<file path="src/rtl/pwm_pkg.sv">
// Shared PWM definitions: measurement FSM states and default sizing
// constants common to the binary-weighted PWM generator and decoder.
package pwm_pkg;

  localparam int PWM_DUTY_W  = 8;      // duty resolution (bits)
  localparam int PWM_CNT_W   = 16;     // period / high-time counter width
  localparam int PWM_TIMEOUT = 65535;  // clocks without a rise before STUCK

  typedef enum logic [1:0] {
    IDLE  = 2'd0,
    ARM   = 2'd1,
    MEAS  = 2'd2,
    STUCK = 2'd3
  } pwm_state_e;

endpackage

</file>
<file path="src/rtl/pwm_frac_div.sv">
// Restoring fractional divider: q = floor(h * 2^DUTY_W / p), assuming h < p.
// Ports:
//   clk, rst_n   clock, async active-low reset
//   start        load h/p and begin (ignored while abort is high)
//   abort        drop any division in flight, no done
//   h, p         dividend (high time) and divisor (period)
//   busy         high from the cycle after start through the done cycle
//   done         one-cycle pulse; q is final while it is high
//   q            quotient
// One load cycle, then DUTY_W iterations; done is raised with the last
// iteration and busy drops on the following edge.
module pwm_frac_div #(
  parameter int DUTY_W = 8,
  parameter int CNT_W  = 16
) (
  input  logic              clk,
  input  logic              rst_n,
  input  logic              start,
  input  logic              abort,
  input  logic [CNT_W-1:0]  h,
  input  logic [CNT_W-1:0]  p,
  output logic              busy,
  output logic              done,
  output logic [DUTY_W-1:0] q
);

  localparam int IW = $clog2(DUTY_W + 1);

  logic [CNT_W:0]   r;
  logic [CNT_W:0]   r2;
  logic [CNT_W-1:0] dvs;
  logic [IW-1:0]    it;
  logic             ge;

  // remainder stays below p, so the doubled value always fits CNT_W+1 bits
  assign r2 = r << 1;
  assign ge = (r2 >= {1'b0, dvs});

  always_ff @(posedge clk or negedge rst_n) begin
    if (!rst_n) begin
      r    <= '0;
      dvs  <= '0;
      q    <= '0;
      it   <= '0;
      busy <= 1'b0;
      done <= 1'b0;
    end else if (abort) begin
      busy <= 1'b0;
      done <= 1'b0;
    end else if (start) begin
      r    <= {1'b0, h};
      dvs  <= p;
      q    <= '0;
      it   <= '0;
      busy <= 1'b1;
      done <= 1'b0;
    end else if (done) begin
      busy <= 1'b0;
      done <= 1'b0;
    end else if (busy) begin
      r  <= ge ? (r2 - {1'b0, dvs}) : r2;
      q  <= {q[DUTY_W-2:0], ge};
      it <= it + IW'(1);
      if (it == IW'(DUTY_W - 1)) done <= 1'b1;
    end
  end

endmodule

</file>
<file path="src/rtl/pwm_duty_decoder.sv">
// PWM receiver / duty-cycle measurer.
// Samples an asynchronous PWM line, measures period P and high time H in
// clocks between consecutive rising edges and reports
// duty = floor(H * 2^DUTY_W / P). Flags stuck lines and over-fast inputs.
// Ports:
//   clk, rst_n    clock, async active-low reset (clears synchronizer too)
//   ena           block enable; low forces IDLE
//   pwm_in        asynchronous PWM line
//   duty_o        last duty result, held between updates
//   period_o      last measured period
//   valid_o       one-cycle pulse when duty_o/period_o update
//   stuck_o       high while the line has shown no rise for TIMEOUT clocks
//   stuck_lvl_o   line level captured when the stuck condition was entered
//   ovr_o         one-cycle pulse when a sample is dropped (divider busy)
module pwm_duty_decoder
  import pwm_pkg::*;
#(
  parameter int DUTY_W  = PWM_DUTY_W,
  parameter int CNT_W   = PWM_CNT_W,
  parameter int TIMEOUT = PWM_TIMEOUT
) (
  input  logic              clk,
  input  logic              rst_n,
  input  logic              ena,
  input  logic              pwm_in,
  output logic [DUTY_W-1:0] duty_o,
  output logic [CNT_W-1:0]  period_o,
  output logic              valid_o,
  output logic              stuck_o,
  output logic              stuck_lvl_o,
  output logic              ovr_o
);

  // [0],[1]: metastability stages, [2]: registered level s, [3]: s delayed
  logic [3:0] sync_pipe;
  logic       s;
  logic       rise;

  always_ff @(posedge clk or negedge rst_n) begin
    if (!rst_n) sync_pipe <= '0;
    else        sync_pipe <= {sync_pipe[2:0], pwm_in};
  end

  assign s    = sync_pipe[2];
  assign rise = sync_pipe[2] & ~sync_pipe[3];

  pwm_state_e       state_q, state_d;
  logic [CNT_W-1:0] period_cnt, high_cnt;
  logic [CNT_W-1:0] samp_p;

  logic cnt_restart, cnt_inc;
  logic div_start, div_abort;
  logic ovr_d, stuck_enter, stuck_clr;

  logic              div_busy, div_done;
  logic [DUTY_W-1:0] div_q;

  always_ff @(posedge clk or negedge rst_n) begin
    if (!rst_n) state_q <= IDLE;
    else        state_q <= state_d;
  end

  always_comb begin
    state_d     = state_q;
    cnt_restart = 1'b0;
    cnt_inc     = 1'b0;
    div_start   = 1'b0;
    div_abort   = 1'b0;
    ovr_d       = 1'b0;
    stuck_enter = 1'b0;
    stuck_clr   = 1'b0;
    if (!ena) begin
      state_d   = IDLE;
      div_abort = 1'b1;
    end else begin
      case (state_q)
        IDLE: state_d = ARM;
        ARM: begin
          // first rise only opens a measurement window
          if (rise) begin
            cnt_restart = 1'b1;
            state_d     = MEAS;
          end
        end
        MEAS: begin
          if (rise) begin
            cnt_restart = 1'b1;
            if (div_busy) ovr_d     = 1'b1;
            else          div_start = 1'b1;
          end else begin
            cnt_inc = 1'b1;
            // this increment brings period_cnt to TIMEOUT; a rise takes priority
            if (period_cnt == CNT_W'(TIMEOUT - 1)) begin
              stuck_enter = 1'b1;
              div_abort   = 1'b1;
              state_d     = STUCK;
            end
          end
        end
        STUCK: begin
          if (rise) begin
            cnt_restart = 1'b1;
            stuck_clr   = 1'b1;
            state_d     = MEAS;
          end
        end
        default: state_d = IDLE;
      endcase
    end
  end

  always_ff @(posedge clk or negedge rst_n) begin
    if (!rst_n) begin
      period_cnt <= '0;
      high_cnt   <= '0;
      samp_p     <= '0;
    end else begin
      if (!ena) begin
        period_cnt <= '0;
        high_cnt   <= '0;
      end else if (cnt_restart) begin
        // the rise cycle itself is high and belongs to the new period
        period_cnt <= CNT_W'(1);
        high_cnt   <= CNT_W'(1);
      end else if (cnt_inc) begin
        period_cnt <= period_cnt + CNT_W'(1);
        high_cnt   <= high_cnt + CNT_W'(s);
      end
      if (div_start) samp_p <= period_cnt;
    end
  end

  pwm_frac_div #(
    .DUTY_W (DUTY_W),
    .CNT_W  (CNT_W)
  ) u_div (
    .clk   (clk),
    .rst_n (rst_n),
    .start (div_start),
    .abort (div_abort),
    .h     (high_cnt),
    .p     (period_cnt),
    .busy  (div_busy),
    .done  (div_done),
    .q     (div_q)
  );

  always_ff @(posedge clk or negedge rst_n) begin
    if (!rst_n) begin
      duty_o      <= '0;
      period_o    <= '0;
      valid_o     <= 1'b0;
      stuck_o     <= 1'b0;
      stuck_lvl_o <= 1'b0;
      ovr_o       <= 1'b0;
    end else begin
      valid_o <= 1'b0;
      ovr_o   <= ovr_d;
      if (!ena) begin
        // results held; a completing division is discarded
        stuck_o <= 1'b0;
      end else if (stuck_enter) begin
        stuck_o     <= 1'b1;
        stuck_lvl_o <= s;
        duty_o      <= {DUTY_W{s}};
        period_o    <= '0;
        valid_o     <= 1'b1;
      end else begin
        if (stuck_clr) stuck_o <= 1'b0;
        if (div_done) begin
          duty_o   <= div_q;
          period_o <= samp_p;
          valid_o  <= 1'b1;
        end
      end
    end
  end

endmodule

</file>
<file path="config.mk">
export PLATFORM = sky130hd
export DESIGN_NAME = pwm_duty_decoder
export DESIGN_NICKNAME = d
export VERILOG_FILES = /design/src/rtl/pwm_pkg.sv /design/src/rtl/pwm_frac_div.sv /design/src/rtl/pwm_duty_decoder.sv
export SDC_FILE = /design/constraint.sdc
export NUM_CORES = 1
export LEC_CHECK = 0
export ABC_AREA = 1
export BUFFER_PORTS_ARGS = -buffer_cell sky130_fd_sc_hd__buf_2
export CORE_MARGIN = 2
export CORE_UTILIZATION = 30
export DETAILED_ROUTE_END_ITERATION = 7
export GPL_TIMING_DRIVEN = 0
export SYNTH_ARGS = -nofsm -noshare
export SYNTH_HDL_FRONTEND = slang
export SYNTH_SLANG_ARGS = --single-unit
export TNS_END_PERCENT = 20
</file>
<file path="constraint.sdc">
create_clock -name clk -period 2.4 [get_ports clk]
set_clock_uncertainty 0.2 [all_clocks]
set_input_delay 0.36 -clock clk [delete_from_list [all_inputs] [get_ports clk]]
set_output_delay 0.36 -clock clk [all_outputs]
set_load 0.005 [all_outputs]
</file>
==> Word level (Yosys, flattened, before mapping) <==
Cells that the tools add are included.
{ "op_classes": {"mux": 60, "n_reduce_logical": 11, "add_sub_neg": 4, "n_eq_ne": 11, "bitwise": 3, "magnitude_cmp": 1} }
{ "ops": {"columns": ["op", "n"], "rows": [
  ["two-way mux 16 bit", 12],
  ["two-way mux 8 bit", 5],
  ["two-way mux 1 bit", 35],
  [">= comparator 17 x 16 -> 1 bit", 1],
  ["adder 16 x 1 -> 16 bit", 1],
  ["adder 16 x 1 -> 16 bit (second input constant)", 1],
  ["== test 16 bit (second input constant)", 1],
  ["subtractor 16 bit", 1],
  ["two-way mux 4 bit", 3],
  ["two-way mux 2 bit", 4],
  ["inequality test 3 x 1 -> 1 bit (second input constant)", 2],
  ["inequality test 3 bit (second input constant)", 2],
  ["one-hot mux 2 bit (3 select lines)", 1],
  ["AND reduction 2 bit", 3],
  ["AND reduction 3 bit", 2],
  ["adder 4 x 1 -> 4 bit (second input constant)", 1],
  ["== test 2 bit (second input constant)", 2],
  ["== test 4 x 3 -> 1 bit (second input constant)", 1],
  ["nonzero test 2 bit", 2],
  ["inequality test 3 x 2 -> 1 bit (second input constant)", 1],
  ["nonzero test 3 bit", 1],
  ["OR reduction 3 bit", 1],
  ["== test 2 x 1 -> 1 bit (second input constant)", 1],
  ["logical NOT 2 bit", 1],
  ["other kinds (4)", 5]
]} }
{ "word_totals": {"word_cells": 107, "register_bits": 128, "output_inout_bits": 28, "input_bits": 4} }

==> Depth between registers and ports, before layout <==
Gate-level depths: netlist (run 1).
{ "depth": {"depth_word": 8, "depth_mapped": 16} }

==> Cells and area by module <==
A second synthesis (run 1) with hierarchy kept.
{ "unflattened": {"cells_unflattened": 958, "hier_area_um2": 7205.7} }
{ "by_module_without_submodules": {"columns": ["mod", "cells_each", "n_inst", "area_each_um2"], "rows": [
  ["pwm_duty_decoder", 475, 1, 3886.2],
  ["pwm_frac_div", 483, 1, 3319.4]
]} }

==> Worst setup path before layout (run 1) <==
No wires, ideal clock.
{ "synth_path": {"path_type": "flip-flop to flip-flop", "start": "register u_div.dvs[1]", "end": "register u_div.r[3]", "path_stages_with_launch": 15, "t_required_ps": 2084, "n_path_buf": 1, "period_less_slack_ps": 2047, "slack_ps": 353, "arrival_ps": 1731, "cell_sequence": "dfrtp_1 -> inv_1 -> ha_1 -> ha_1 -> nand2_1 -> nor2_1 -> nand3_1 -> nor2_1 -> nor2_2 -> nand2_2 -> buf_4 -> nand2_1 -> nand3_1 -> nand2_1 -> nand2_1"} }
{ "synth_via": {"elab_chain_cells": 5} }
{ "synth_lines": {"columns": ["item", "line", "source"], "rows": [
  ["start: declaration", "pwm_frac_div.sv:31", "logic [CNT_W-1:0] dvs;"],
  ["start signal: assignment", "pwm_frac_div.sv:52", "dvs <= p;"],
  ["subtractor 16 bit or >= comparator 17 x 16 -> 1 bit (tied branches)", "pwm_frac_div.sv:61, pwm_frac_div.sv:37", null],
  ["two-way mux 16 bit *", "pwm_frac_div.sv:61", "r <= ge ? (r2 - {1'b0, dvs}) : r2;"],
  ["two-way mux 16 bit *", "pwm_frac_div.sv:60", "end else if (busy) begin"],
  ["two-way mux 16 bit *", "pwm_frac_div.sv:57", "end else if (done) begin"],
  ["two-way mux 16 bit *", "pwm_frac_div.sv:50", "end else if (start) begin"],
  ["end signal: assignment", "pwm_frac_div.sv:51", "r <= {1'b0, h};"],
  ["end signal: assignment", "pwm_frac_div.sv:61", null],
  ["end: declaration", "pwm_frac_div.sv:29", "logic [CNT_W:0] r;"]
]} }
Every way passes the cells marked *; elsewhere a longest branch is shown, timed or not. The select of a mux whose other input is x is not followed.
A chain may end at the register's enable or synchronous reset.

==> Worst setup path in the final report (run 1) <==
{ "layout_path": {"start": "register u_div.r[4]", "end": "register u_div.r[11]"} }
{ "layout_via": {"elab_chain_cells": 5} }
{ "layout_lines": {"columns": ["item", "line"], "rows": [
  ["subtractor 16 bit or >= comparator 17 x 16 -> 1 bit (tied branches)", "pwm_frac_div.sv:61, pwm_frac_div.sv:37"],
  ["two-way mux 16 bit *", "pwm_frac_div.sv:61"],
  ["two-way mux 16 bit *", "pwm_frac_div.sv:60"],
  ["two-way mux 16 bit *", "pwm_frac_div.sv:57"],
  ["two-way mux 16 bit *", "pwm_frac_div.sv:50"]
]} }
Marks and branches as above.

==> reports/qor.yml, run 1 <==
async_flop_share_pct: 100.0
worstPathMaxFanout: 10
path_class: "flop to flop"
dieWidth_um: 155.3
cts_buffer_depth: 2
wirelength_mm: 17.11
synth_edf_count: 0
dpl_worst_slack_ps: -28.93
area_growth_pct: 18.60
powerDensity_nw_per_um2: 930.0
period_needed_ps: 2270
max-vdd-ir-drop_mv: 0.4979
cts_tree: "built"
vias: 5795
drv_slew: 0
synth_cell_types: 42
holdPathStages: 0
clk_pin_slew_ps: 60
cts_made_buffers: 17
place.gp.congestion: 0.8659
startpoint: "u_div.r[4]"
cap_violations: 0
p_leak_nw: 4.303
cts.htree.levels: 4
grt_pass1_wl_mm: 27.79
crit_required_ps: 2500
insertion_delay_ps: 420
synthFlopType: "dfrtp_1"
die_area_um2: 24100
die_h_um: 155.3
syn_avg_cell_area_um2: 7.870
portBuffers: 31
hold_path_class: "flop to flop"
coreArea_um2: 22570
cp-end-kind: "flop"
grt_overflow: 0
drt-initial-drc-count: 416
drtPass1Iterations: 5
ys_seq_elements: 128
wl_per_cell_um: 13.95
grt_pass1_vias: 5565
place_hpwl_mm: 12.66
worstHoldStart: "sync_pipe[0]"
cts_root_buffer: "clkbuf_16"
design_area_um2: 8139
antenna_found_initial: 0
antennaDiodeCount: 0
slew_headroom_pct: 63.91
grt_max_degree: 97
postRouteAntennaNets: 0
reg2reg_depth: 11
setup_viol_count_final: 0
tightest_slew_ps: 541.3
synthCells: 872
routed_via_density: 4.727
setup_ws_ps: 129.9
yosysWarningCount: 0
syn_area_um2: 6863
arrival_ps: 2370
syn_nets: 898
grtUsageTotal_pct: 14.51
period_share_pct: 94.59
fmax_mhz: 440.5
r2r_start: "u_div.r[4]"
rows: 55
start_util_pct: 30.40
hold_viol: 0
worst_setup_path_start_kind: "flop"
clock_sinks: 128
fin_nets: 954
drive_above_1_share_pct: 15.62
yosysSeqAreaShare_pct: 46.67
total_power_mw: 7.569
status: "completed"
placedInstanceArea_um2: 7408
drc: 0
ios: 32
==> through the flow <==
stage	setup TNS (ps)	utilization [%]	hold WS [ps]	cells
2_1_floorplan	0	-	-135.6	872
3_3_place_gp	-132030	32.67	138.9	1188
3_5_place_dp	-64.22	32.82	73.90	1189
4_1_cts	0	35.40	149.9	1223
5_1_grt	-57.64	36.06	158.3	1226
6_report	0	36.06	151.3	1226
==> report_power, final <==
group	total [mW]	internal (mW)	leakage (nW)	switching (mW)
sequential	2.66	2.47	1.71	0.189
clock	2.44	1.45	0.265	0.992
combinational	2.47	0.914	2.32	1.56
total	7.57	4.83	4.30	2.74
==> worst max-delay path, cell delays in order, from the launching register on <==
cell,delay [ps]
dfrtp_1,410
ha_2,390
nand2_1,120
nor2_2,160
nand3_2,130
nor2_4,140
nor2_4,60
buf_2,180
nand3_1,120
nand3_1,90
nand2_1,90
nand2_1,50
==> cells by family after synthesis <==
logic type | synth area share [%]
AOI/OAI and AO/OA | 10.52
adders and majority gates | 4.120
DFF | 46.67
xor gates and xnor gates | 1.021
buffers and inverters | 9.353
and+or+nand+nor | 28.17
muxes | 0.1459
==> layout by cell type, fill, tap and decap left out, drive strengths merged, types with 10 or more instances in the layout <==
cell | Yosys | final
a21oi | 42 | 42
a22o | 16 | 16
buf | 18 | 53
clkbuf | 8 | 27
dfrtp | 128 | 128
ha | 21 | 21
inv | 128 | 129
nand2 | 266 | 266
nand3 | 71 | 71
nand4 | 10 | 10
nor2 | 59 | 59
nor3 | 17 | 17
o21ai | 49 | 49
==> cell usage after synthesis (4+ instances only) <==
library cell | instances | area share [%]
xor2_1 | 6 | 0.77
nand2_2 | 11 | 1.0
nand3_1 | 68 | 5.0
o22ai_1 | 8 | 0.73
ha_1 | 21 | 3.8
or2_2 | 4 | 0.36
a21oi_1 | 35 | 2.6
inv_1 | 121 | 6.6
a22o_1 | 16 | 2.0
nor2_1 | 50 | 2.7
buf_6 | 4 | 0.66
o21ai_0 | 46 | 3.4
buf_4 | 5 | 0.55
buf_2 | 9 | 0.66
dfrtp_1 | 128 | 47
nand2_1 | 253 | 14
a21oi_2 | 7 | 0.89
nand4_1 | 10 | 0.91
nor2_2 | 4 | 0.36
nor2_4 | 4 | 0.66
nor3_1 | 17 | 1.2
clkbuf_1 | 8 | 0.44
inv_2 | 7 | 0.38
==> state kept, by name (all words and copies together), names as in the netlist, 2 cells and up <==
signal      count
duty_o          8
high_cnt       16
period_cnt     16
period_o       16
samp_p         16
state_q         2
sync_pipe       4
u_div.dvs      16
u_div.it        4
u_div.q         8
u_div.r        16
==> final cells by class <==
class | count | area, um^2
buffer | 25 | 156.4
sequential | 128 | 3204
inverter | 129 | 484.2
fill | 2324 | 14430
timing repair buffer | 38 | 239.0
clock inverter | 13 | 115.1
tap | 285 | 356.6
clock buffer | 19 | 442.9
multi-input combinational | 589 | 3141
==> layer usage <==
metal	part of all wire [%]	GRT usage, %
met4	1.7	5.679
met1	47	19.17
met3	3.3	2.396
met2	48	23.89
met5	0	0
==> timing repair <==
item	in CTS	in global routing
resized for setup	1	24
buffers inserted	0	4
endpoints found under the setup margin	9	17
endpoints found under the hold margin	33	0
hold buffers	2	0
pin swaps	2	4
==> final timing paths <==
kind                           endpoint  slack (ps)
setup / recovery            u_div.r[11]         130
hold / removal             sync_pipe[1]         150
setup reg to reg            u_div.r[11]         130
hold reg to reg            sync_pipe[1]         150
max in group asynchronous     samp_p[7]        1020
min in group asynchronous       valid_o         190
(Power assumes the default switching activity.)
==> inputs of run 2 (changes only) <==
Settings changed: HOLD_SLACK_MARGIN set to 0.05.
Clock period 2.4 ns to 2.5 ns, I/O delays scaled along.
==> reports/qor.yml, run 2 (synthesis results as in run 1) <==
ios: 32  # unchanged
place.gp.congestion: 0.8659  # unchanged
path_class: "flop to flop"
cts_buffer_depth: 2  # unchanged
status: "completed"
cap_violations: 0  # unchanged
area_growth_pct: 17.41
clock_sinks: 128  # unchanged
dpl_worst_slack_ps: 71.07  # +100.0 ps
dieWidth_um: 155.3  # unchanged
drtPass1Iterations: 5  # unchanged
postRouteAntennaNets: 0  # unchanged
p_int_mw: 4.569  # -5.4%
grtUsageTotal_pct: 14.51  # unchanged
insertion_delay_ps: 420  # about the same
powerDensity_nw_per_um2: 887.7  # -4.5%
cp-end-kind: "flop"
worst_setup_path_start_kind: "flop"
grt_pass1_vias: 5565  # unchanged
routed_via_density: 4.757  # +0.65%
whs_ps: 151.4  # +0.08200 ps
antennaDiodeCount: 0  # unchanged
antenna_found_initial: 0  # unchanged
cts.htree.levels: 4  # unchanged
grt_overflow: 0  # unchanged
fin_nets: 952  # -0.21%
wirelength_mm: 17.05  # -0.36%
grt_setup_unrepaired: "true"
tightest_slew_ps: 544.8  # +3.486 ps
final_common_cell: "nand2_1"
dp_cells: 1189  # unchanged
pwr-share-seq_pct: 35.6  # +0.5 points
setup_ws_ps: 156.5  # +26.63 ps
clk_pin_slew_ps: 60  # about the same
drive_above_1_share_pct: 14.27  # -1.4 points
pwr-share-comb_pct: 31.7  # -1.0 points
clkPwrFrac_pct: 32.7  # +0.4 points
hold_viol: 0  # unchanged
period_needed_ps: 2343  # +73.37 ps
switchingPower_mw: 2.584  # -5.7%
coreArea_um2: 22570  # unchanged
fin_util_pct: 35.70  # -0.36 points
p_leak_nw: 4.297  # -0.14%
drt-initial-drc-count: 391  # -6.0%
max-vdd-ir-drop_mv: 0.4770  # -4.2%
cts_tree: "built"
final_cells: 1224  # -0.16%
cts_made_buffers: 17  # unchanged
start_util_pct: 30.40  # unchanged
die_h_um: 155.3  # unchanged
vias: 5823  # +0.48%
fmax_mhz: 426.7  # -3.1%
netSwitchingFraction_pct: 36.12  # -0.074 points
grt_pass1_wl_mm: 27.79  # unchanged
worstPathMaxFanout: 10  # unchanged
slew_headroom_pct: 63.68  # -0.23 points
grt_max_degree: 97  # unchanged
setup_viol_count_final: 0  # unchanged
place_hpwl_mm: 12.66  # unchanged
drc: 0  # unchanged
final_cell_mix: "nand2_1, dfrtp_1, inv_1, nand3_1, nor2_1"
wl_per_cell_um: 13.93  # -0.19%
die_area_um2: 24100  # unchanged
cts_root_buffer: "clkbuf_16"
period_share_pct: 93.74  # -0.85 points
drv_slew: 0  # unchanged
crit_required_ps: 2600  # +100 ps
arrival_ps: 2450  # +80 ps
hold_path_class: "flop to flop"
portBuffers: 31  # unchanged
total_power_mw: 7.153  # -5.5%
rows: 55  # unchanged
run 2: what timing repair did:
| action | CTS | global route |
|---|---|---|
| setup endpoints to repair | 0 | 16 |
| resized for setup | 0 | 11 |
| hold endpoints to repair | 33 | 0 |
| hold buffers | 2 | 0 |
| buffers inserted | 0 | 1 |
run 2: area by class of cell:
| type | instances | area, um^2 |
|---|---|---|
| tap | 285 | 356.6 |
| buffer | 26 | 161.4 |
| sequential | 128 | 3203 |
| inverter | 129 | 484.2 |
| clock inverter | 13 | 115.1 |
| clock buffer | 19 | 442.9 |
| multi-input combinational | 589 | 3078 |
| timing repair buffer | 35 | 216.5 |
| fill | 2327 | 14510 |
run 2: power groups by stage:
| stage | combinational [mW] | sequential, mW | clock (mW) |
|---|---|---|---|
| 6_report | 2.27 | 2.54 | 2.34 |
| 5_1_grt | 2.58 | 2.58 | 2.47 |
| 4_1_cts | 2.18 | 2.54 | 2.37 |
| 3_5_place_dp | 2.15 | 2.57 | 0 |
| 3_3_place_gp | 2.15 | 2.57 | 0 |
| 2_1_floorplan | 1.62 | 2.52 | 0 |
run 2: path summary, 6_finish.rpt:
path                              start            to  slack, ps  cells after the start
max                          u_div.r[4]   u_div.r[11]        160                     11
min                        sync_pipe[0]  sync_pipe[1]        150                      0
max reg2reg                  u_div.r[4]   u_div.r[11]        160                     11
min reg2reg                sync_pipe[0]  sync_pipe[1]        150                      0
max in group asynchronous         rst_n   period_o[6]       1100                      3
min in group asynchronous         rst_n       valid_o        200                      2
run 2: worst max-delay path: stages (launching register included):
cell and delay [ps]:
dfrtp_1 410, ha_1 390, nand2_1 130, nor2_1 170
nand3_1 150, nor2_2 180, nor2_4 60, buf_2 180
nand3_1 120, nand3_1 90, nand2_1 90, nand2_1 50
run 2: through the flow:
step / cell area [um^2] / TNS (ps)
final: 8058 / 0
after global routing: 8058 / 0
after CTS: 7986 / 0
after detailed placement: 7408 / 0
after global placement: 7375 / -121100
after floorplan: 6863 / 0
run 2: metal layers:
metal | GRT usage, % | part of all wire (%)
met2 | 23.89 | 48
met3 | 2.396 | 3.3
met1 | 19.17 | 47
met5 | 0 | 0
met4 | 5.679 | 1.5
==> inputs of run 3 (changes only) <==
Clock period 2.5 ns to 2.9 ns, I/O delays scaled along.
==> reports/qor.yml, run 3 (synthesis results as in run 1) <==
ios: 32  # unchanged
cp-end-kind: "flop"
wl_per_cell_um: 13.86  # -0.44%
total_power_mw: 6.089  # -15%
drv_slew: 0  # unchanged
die_h_um: 155.3  # unchanged
grt_setup_unrepaired: "false"
portBuffers: 31  # unchanged
routed_via_density: 4.747  # -0.23%
grt_pass1_wl_mm: 27.79  # unchanged
fin_util_pct: 35.38  # -0.32 points
grtUsageTotal_pct: 14.51  # unchanged
grt_pass1_vias: 5565  # unchanged
hold_viol: 0  # unchanged
place.gp.congestion: 0.8659  # unchanged
clk_pin_slew_ps: 60  # about the same
final_cell_mix: "nand2_1, dfrtp_1, inv_1, nand3_1, nor2_1"
cts_buffer_depth: 2  # unchanged
insertion_delay_ps: 420  # about the same
status: "completed"
antennaDiodeCount: 0  # unchanged
start_util_pct: 30.40  # unchanged
final_common_cell: "nand2_1"
coreArea_um2: 22570  # unchanged
period_needed_ps: 2437  # +93.63 ps
ctsResizeCount: 0  # unchanged
worstPathMaxFanout: 10  # unchanged
die_area_um2: 24100  # unchanged
slew_headroom_pct: 65.08  # +1.4 points
wirelength_mm: 16.96  # -0.52%
cap_violations: 0  # unchanged
vias: 5805  # -0.31%
fin_nets: 951  # -0.11%
fmax_mhz: 410.3  # -3.8%
postRouteAntennaNets: 0  # unchanged
arrival_ps: 2540  # +90 ps
grt_overflow: 0  # unchanged
p_leak_nw: 4.292  # -0.11%
area_growth_pct: 16.37
drt-initial-drc-count: 331  # -15%
cts.htree.levels: 4  # unchanged
tightest_slew_ps: 523.8  # -20.98 ps
worst_setup_path_start_kind: "flop"
antenna_found_initial: 0  # unchanged
max-vdd-ir-drop_mv: 0.4162  # -13%
drtPass1Iterations: 6  # +1
crit_required_ps: 3010  # +410 ps
setup_viol_count_final: 0  # unchanged
grt_max_degree: 97  # unchanged
drc: 0  # unchanged
cts_root_buffer: "clkbuf_16"
period_share_pct: 84.04  # -9.7 points
drive_above_1_share_pct: 13.33  # -0.94 points
num-fill-cells: 2339  # +0.52%
hold_path_class: "flop to flop"
cts_tree: "built"
place_hpwl_mm: 12.66  # unchanged
powerDensity_nw_per_um2: 762.4  # -14%
clock_sinks: 128  # unchanged
dieWidth_um: 155.3  # unchanged
fin_tns_setup_ps: 0  # unchanged
rows: 55  # unchanged
cts_made_buffers: 17  # unchanged
path_class: "flop to flop"
[run 3: changes by cell type in the layout (fill, tap and decap cells not counted), sizes merged]
cell / delta
buf: -1
[run 3: power breakdown]
group / switching (mW) / internal [mW]
clock network: 0.829 / 1.20
logic: 1.23 / 0.648
registers: 0.147 / 2.04
[run 3: cell type report]
cell class	count	area, um^2	area share [%]
repair buffers	34	209.0	2.616
clock inverters	13	115.1	1.441
inverters	129	484.2	6.063
well taps	285	356.6	4.465
flip-flops and latches	128	3203	40.11
clock buffers	19	442.9	5.546
plain buffers	26	157.7	1.974
multi-input cells	589	3018	37.79
[run 3: final timing paths]
kind                         startpoint            to  slack [ps]  depth (start not counted)
max in group asynchronous         rst_n   period_o[6]        1450                          3
hold reg to reg            sync_pipe[0]  sync_pipe[1]         150                          0
setup / recovery           u_div.dvs[1]    u_div.r[6]         460                         14
min in group asynchronous         rst_n       valid_o         260                          2
setup reg to reg           u_div.dvs[1]    u_div.r[6]         460                         14
hold / removal             sync_pipe[0]  sync_pipe[1]         150                          0
[run 3: through the flow]
| stage | cells | worst slack (ps) | hold slack, ps | instance area, um^2 |
|---|---|---|---|---|
| 6_report | 1223 | 462.9 | 151.4 | 7986 |
| 5_1_grt | 1223 | 190.6 | 158.3 | 7986 |
| 4_1_cts | 1223 | 458.3 | 149.9 | 7986 |
| 3_5_place_dp | 1189 | 471.1 | 136.3 | 7408 |
| 3_3_place_gp | 1188 | -621.7 | 138.9 | 7375 |
| 2_1_floorplan | 872 | 852.9 | -60.59 | 6863 |
[run 3: per-layer routing]
metal | GRT usage (%) | vias to the layer above | wire, um
li1 | - | 2900 | -
met2 | 23.89 | 85 | 8075
met3 | 2.396 | 23 | 446
met1 | 19.17 | 2797 | 8158
met5 | 0 | - | 0
met4 | 5.679 | 0 | 275
[run 3: worst max-delay path, stage by stage, from the launching register on]
cell     delay [ps]
dfrtp_1         380
inv_1            70
ha_1            340
ha_1            210
nand2_1          60
nor2_1           40
nand3_1         100
nor2_1           70
nor2_2          180
nand2_2         170
buf_4           210
nand2_1          80
nand3_1          70
nand2_1         100
nand2_1          50
[run 3: timing repair]
action,CTS,global route
hold buffers,2,0
setup buffers,0,0
hold endpoints to repair,33,0
